**config.mk**
```make
export PLATFORM = sky130hd
export DESIGN_NAME = masked_abox_pipe
export DESIGN_NICKNAME = d
export VERILOG_FILES = /design/src/rtl/prince_ti_pkg.sv /design/src/rtl/masked_abox_pipe_affine.sv /design/src/rtl/masked_abox_pipe.sv
export SDC_FILE = /design/constraint.sdc
export NUM_CORES = 1
export LEC_CHECK = 0
export ABC_AREA = 1
export CAP_MARGIN = 20
export CORE_AREA = 2 2 201 203
export DETAILED_ROUTE_END_ITERATION = 7
export DIE_AREA = 0 0 203 205
export PLACE_DENSITY_LB_ADDON = 0.3
export SYNTH_ARGS = -nofsm -noshare
export SYNTH_HDL_FRONTEND = slang
export SYNTH_SLANG_ARGS = --single-unit
```
**constraint.sdc**
```tcl
create_clock -name clk -period 2.1 [get_ports clk]
set_clock_uncertainty 0.1 [all_clocks]
set_input_delay 0.21 -clock clk [delete_from_list [all_inputs] [get_ports clk]]
set_output_delay 0.21 -clock clk [all_outputs]
set_load 0.05 [all_outputs]
```
**src/rtl/prince_ti_pkg.sv**
```systemverilog
// Shared constants for the threshold-implementation A-box: affine constants, mode
// encodings and the legal parameter ranges of masked_abox_pipe.
package prince_ti_pkg;

    localparam logic [3:0] AFFINE_CONST_FWD = 4'b0101;
    // Inverse constant: the forward constant pushed back through the inverse linear map.
    localparam logic [3:0] AFFINE_CONST_INV = 4'b1011;

    localparam logic MODE_FWD = 1'b0;
    localparam logic MODE_INV = 1'b1;

    localparam int SHARES_MIN  = 2;
    localparam int SHARES_MAX  = 8;
    localparam int NIBBLES_MIN = 1;
    localparam int NIBBLES_MAX = 16;
    localparam int STAGES_MIN  = 1;
    localparam int STAGES_MAX  = 4;

    function automatic logic [3:0] affine_const(input logic mode);
        return (mode == MODE_INV) ? AFFINE_CONST_INV : AFFINE_CONST_FWD;
    endfunction

endpackage

```
**src/rtl/masked_abox_pipe_affine.sv**
```systemverilog
// One share of one nibble through the forward or inverse A-box affine map.
// Only share 0 receives the constant, so each instance sees a single share.
module abox_affine
    import prince_ti_pkg::*;
(
    input  logic [3:0] x,
    input  logic       mode,
    input  logic       const_en,
    output logic [3:0] z
);

    logic [3:0] lin;

    // NOTE: every output of a combinational block is assigned on every path, so no latch is inferred.
    always_comb begin
        if (mode == MODE_FWD) begin
            lin = {x[2], x[3], x[0] ^ x[1] ^ x[2], x[1]};
        end else begin
            lin = {x[2], x[3], x[0], x[0] ^ x[1] ^ x[3]};
        end
        z = lin ^ (const_en ? affine_const(mode) : 4'b0000);
    end

endmodule

```
**src/rtl/masked_abox_pipe.sv**
```systemverilog
// Masked A-box affine layer with a STAGES-deep valid/ready pipeline.
// Optional share refresh with an external rnd port: define MASKED_ABOX_REFRESH_EN.
module masked_abox_pipe
    import prince_ti_pkg::*;
#(
    parameter int SHARES  = 4,
    parameter int NIBBLES = 16,
    parameter int STAGES  = 1
) (
    input  logic                          clk,
    input  logic                          rst_n,
    input  logic                          in_valid,
    output logic                          in_ready,
    input  logic                          in_mode,
    input  logic [SHARES*NIBBLES*4-1:0]   in_data,
`ifdef MASKED_ABOX_REFRESH_EN
    input  logic [(SHARES-1)*NIBBLES*4-1:0] rnd,
`endif
    output logic                          out_valid,
    input  logic                          out_ready,
    output logic [SHARES*NIBBLES*4-1:0]   out_data
);

    localparam int W  = SHARES * NIBBLES * 4;
    localparam int LW = NIBBLES * 4;

    if (SHARES < SHARES_MIN || SHARES > SHARES_MAX ||
        NIBBLES < NIBBLES_MIN || NIBBLES > NIBBLES_MAX ||
        STAGES < STAGES_MIN || STAGES > STAGES_MAX) begin : g_param_err
        $error("masked_abox_pipe: parameter out of legal range");
    end

    logic [W-1:0] xform;
    logic [W-1:0] load_word;

    for (genvar s = 0; s < SHARES; s++) begin : g_share
        for (genvar n = 0; n < NIBBLES; n++) begin : g_lane
            abox_affine u_abox (
                .x        (in_data[(s*NIBBLES+n)*4 +: 4]),
                .mode     (in_mode),
                .const_en (1'(s == 0)),
                .z        (xform[(s*NIBBLES+n)*4 +: 4])
            );
        end
    end

`ifdef MASKED_ABOX_REFRESH_EN
    logic [LW-1:0] rnd_sum;

    // The last share absorbs the XOR of all masks, so the unmasked value is unchanged.
    always_comb begin
        rnd_sum = '0;
        for (int s = 0; s < SHARES - 1; s++) begin
            rnd_sum = rnd_sum ^ rnd[s*LW +: LW];
        end
        load_word = xform ^ {rnd_sum, rnd};
    end
`else
    assign load_word = xform;
`endif

    // Mode is consumed at slot 0's input, so each word already carries its own transform.
    logic [STAGES-1:0] valid_q, valid_d;
    logic [W-1:0]      data_q [STAGES];
    logic [W-1:0]      data_d [STAGES];
    logic [STAGES:0]   take;
    logic [STAGES-1:0] adv;
    logic [STAGES-1:0] ld;

    always_comb begin
        // take[k]: slot k can accept a word this cycle; resolved backward from out_ready.
        take[STAGES] = out_ready;
        for (int k = STAGES - 1; k >= 0; k--) begin
            adv[k]  = valid_q[k] & take[k+1];
            take[k] = ~valid_q[k] | adv[k];
        end

        ld[0]     = in_valid & take[0];
        data_d[0] = ld[0] ? load_word : data_q[0];
        for (int k = 1; k < STAGES; k++) begin
            ld[k]     = adv[k-1];
            data_d[k] = ld[k] ? data_q[k-1] : data_q[k];
        end

        valid_d = ld | (valid_q & ~adv);
    end

    // NOTE: the data slots are reset too, because out_data must read 0 while in reset.
    always_ff @(posedge clk or negedge rst_n) begin
        if (!rst_n) begin
            valid_q <= '0;
            for (int k = 0; k < STAGES; k++) begin
                data_q[k] <= '0;
            end
        end else begin
            valid_q <= valid_d;
            data_q  <= data_d;
        end
    end

    assign in_ready  = take[0];
    assign out_valid = valid_q[STAGES-1];
    assign out_data  = data_q[STAGES-1];

endmodule

```
# Yosys cells after proc, flatten, opt, wreduce, memory -nomap -nowiden
# Index checks and enable logic that the tools add are counted.
[word_totals]
ff_bits = 257
in_bits = 261
out_inout_bits = 258
elab_cells = 282
[classes]
n_mux = 65
bitwise_logic = 215
[ops]
columns = ["op", "n"]
rows = [
  ["1-bit XOR", 192],
  ["2-bit two-way mux", 64],
  ["4-bit XOR", 16],
  ["4-bit two-way mux", 1],
  ["1-bit bitwise AND", 3],
  ["1-bit NOT", 2],
  ["1-bit bitwise OR", 2],
]

# Depth between registers and ports, before layout
[logic_depth]
depth_word = 4
depth_mapped = 8
depth_no_buf = 6

# Modules after synthesis
# From an unflattened synthesis, not the netlist that was laid out.
[unflattened]
cells_unflattened = 3165
area_unflattened_um2 = 19520.0
[modules_own_cells]
columns = ["mod", "instances", "cells_each", "area_each_um2", "seq_area_each_um2"]
rows = [
  ["masked_abox_pipe", 1, 1117, 10151.0, 6431.2],
  ["abox_affine", 64, 32, 146.4, 0.0],
]

# Worst setup path before layout
# Ideal clock, no wire load.
[synth_timing]
path_kind = "register to register"
start = "register valid_q, in the netlist out_valid"
end = "register data_q (netlist bit out_data[217])"
setup_ns = 0.118
t_arrival_ns = 1.479
t_required_ns = 1.882
setup_slack_ns = 0.404
path_stages_with_launch = 8
synth_period_minus_slack_ns = 1.696
path_cell_list = "dfrtp_1 nand2_4 nand2_4 buf_6 buf_6 a21oi_2 nand2_1 nand2_1"
[synth_between]
elab_chain_len = 3
word_cells_on_any_way = 4
[synth_lines]
columns = ["element", "line", "rtl"]
rows = [
  ["start: declaration", "masked_abox_pipe.sv:63", "logic [STAGES-1:0] valid_q, valid_d;"],
  ["start signal: assignment", "masked_abox_pipe.sv:96", "valid_q <= valid_d;"],
  ["1-bit bitwise AND / 1-bit NOT (equally long branches)", "masked_abox_pipe.sv:74, masked_abox_pipe.sv:75", ""],
  ["1-bit bitwise OR *", "masked_abox_pipe.sv:75", "take[k] = ~valid_q[k] | adv[k];"],
  ["named net in_ready", "masked_abox_pipe.sv:13", "output logic in_ready,"],
  ["1-bit bitwise AND *", "masked_abox_pipe.sv:78", "ld[0] = in_valid & take[0];"],
  ["end signal: assignment", "masked_abox_pipe.sv:97", "data_q <= data_d;"],
  ["end: declaration", "masked_abox_pipe.sv:64", "logic [W-1:0] data_q [STAGES];"],
]
# The timed path passes the listed nets; every way through them passes the cells marked *.
# A chain may end at the register's enable or synchronous reset.

# Worst setup path after layout
[layout_timing]
start = "register data_q (netlist bit out_data[110])"
end = "output port out_data[110]"
[layout_lines]
columns = ["element", "line", "rtl"]
rows = [
  ["end: declaration", "masked_abox_pipe.sv:21", "output logic [SHARES*NIBBLES*4-1:0] out_data"],
]
# No word-level cell between the ends.

==> results.toml <==
[detailed_routing]
wl_per_cell_um = 16.6
drt_iter0_markers = 994
wl_um = 51200
dr.pass1.iters = 6
detail-route-antenna-nets = 0
vias_per_cell = 5.03
drc = 0
num_vias = 15500

[global_routing]
grt_max_degree = 72
grt_use_total = 0.240
antenna_found_initial = 2
grt_pass1_wl_um = 81100
grt_pass1_vias = 15500
grt-ovfl-total = 0

[placement]
gp_congestion = 0.880
dp_slack_ns = 0.307
portBuffers = 518
hpwl_um = 38600

[worst_setup_path]
worst_setup_path_end_kind = "output pin"
critical_path_class = "reg2out"
critPathBufInv = 1
r2r_start = "out_valid"
start_kind = "flop"
crit_family = "buffers and inverters"
cp_max_fo = 2
crit_chain = "clkdlybuf4s50_1"
slowest_delay_ns = 0.84
crit_path_top_delay_cell = "clkdlybuf4s50_1"
r2r_cells = 7
r2r_setup_slack_ns = 0.62
cp.required_ns = 1.79
worstReg2RegEnd = "out_data[145]"
critPathArrivalTime_ns = 1.76

[power]
power.switching_mw = 7.25
vdd_drop_max_mv = 0.600
p_sw_frac = 0.393
p_comb_frac = 0.371
p_per_area_nw_per_um2 = 850
seq_power_share = 0.332
power.static_leakage_nw = 11.4
pwr-share-clk = 0.297
p_int_mw = 11.2
power_mw = 18.5

[cells_and_area]
mostFrequentLayoutCell = "nand2_1"
drive_gt1_frac = 0.0812
fill_cells = 3644
final_cell_mix = "nand2_1 (769), clkdlybuf4s50_1 (378), nand3_1 (368)"
nets = 2799
n_antenna_cell = 0
area_delta_synth_final_pct = 47.1

[clock_network]
cts_tree = "yes"
worst_skew_pair.late_latency_ns = 0.55
cts_buffers = 30
clockBufferDepth = 3
clk_pin_slew_ns = 0.06
root_buffer = "clkbuf_16"
htreeDepth = 1
cts.sinks = 257

[sta]
rsz0062_at_grt = "no"
holdWs_ns = 0.115
tightest_slew_ns = 0.603
setup_slack_ns = 0.0345
tns_ns = 0
slew_viol_final = 0
period_minus_slack_ns = 2.07
fin_crit_sh = 0.984
finalSetupViolations = 0
hold_viol = 0
slew_headroom = 0.600
fmax_mhz = 484

[synth]
synth.avg_cell_area_um2 = 7.27
synth_top_area_frac = 0.436
ys_ff_latch = 257
synth_area_um2 = 14800
syn-num-nets = 2292
synth_area_leader_cell = "dfrtp_1"
synthCells = 2031
yosysSeqAreaShare = 0.436
synth_cell_types = 17
ys_warn_count = 0
yosys-top-cells-area = "dfrtp_1 (44%), nand2_1 (20%), nand3_1 (12%)"

[floorplan]
initial_core_util = 0.375
die_area_um2 = 41600
core_area_um2 = 39400
die_w_um = 203
io_pins = 519
fp.dieH_um = 205
rows = 73

[status]
status = "finished clean"

[run]
drv_cap = 0

[hold_path]
hold_path_class = "in2async"
[kinds of logic after synthesis]
family          Yosys count  share of synthesized area
simple gates           1155                      0.330
buf+inv                 331                      0.102
flops                   257                      0.436
compound gates          256                      0.114
xor+xnor                 32                     0.0190
[cells in the mapped netlist, drive strengths merged]
library cell	n
nand2	771
nand3	368
dfrtp	257
inv	243
a21oi	128
o21ai	128
buf	85
nand3b	16
xnor2	16
xor2	16
clkbuf	3
[layer usage]
layer,GRT usage,wire length (um)
met1,0.291,20400
met2,0.418,25100
met3,0.0525,3740
met4,0.0902,1940
met5,0,26
[per-stage QoR]
step	cells	cell area [um^2]	util
global placement	3029	20600	0.523
finish	3087	21700	0.551
CTS	3087	21500	0.547
global route	3087	21700	0.551
detailed placement	3029	20600	0.523
floorplan	2031	14800	-
[worst max-delay path by stage]
stage	slack, ns	endpoint	from	cells after the start
2_1_floorplan	0.40	out_data[217]	out_valid	7
3_3_place_gp	0.33	out_data[173]	in_valid	7
3_5_place_dp	0.31	out_data[225]	in_valid	7
4_1_cts	0.0002	out_data[109]	out_data[109]	1
5_1_grt	0.0008	out_data[94]	out_data[94]	1
6_report	0.03	out_data[110]	out_data[110]	1
[timing repair]
item                       4_1_cts  5_1_grt
hold buffers                     2        0
gates resized for setup         70       64
hold endpoints to repair       255        0
setup endpoints to repair       70       64
pin swaps                        0        0
setup buffers                    0        0
[area by class of cell]
type / count / area [um^2] / share of cell area
clock buffer: 44 / 885 / 0.0407
clock inverter: 12 / 145 / 0.00669
inverter: 243 / 917 / 0.0422
multi-input combinational: 1443 / 6840 / 0.315
sequential: 257 / 6430 / 0.296
tap: 525 / 657 / 0.0303
timing repair buffer: 563 / 5830 / 0.269
[flip-flops by register name, indices dropped and copies added, names as in the netlist]
signal,flops
out_data,256
out_valid,1
[power groups by stage]
| stage | Combinational, mW | Clock [mW] | Sequential, mW |
|---|---|---|---|
| 2_1_floorplan | 1.63 | 0 | 8.72 |
| 3_3_place_gp | 6.90 | 0 | 6.20 |
| 3_5_place_dp | 7.00 | 0 | 6.20 |
| 4_1_cts | 6.89 | 5.61 | 6.13 |
| 5_1_grt | 7.27 | 5.80 | 6.21 |
| 6_report | 6.84 | 5.49 | 6.12 |
Note: power is estimated with default switching activity, not from simulation.
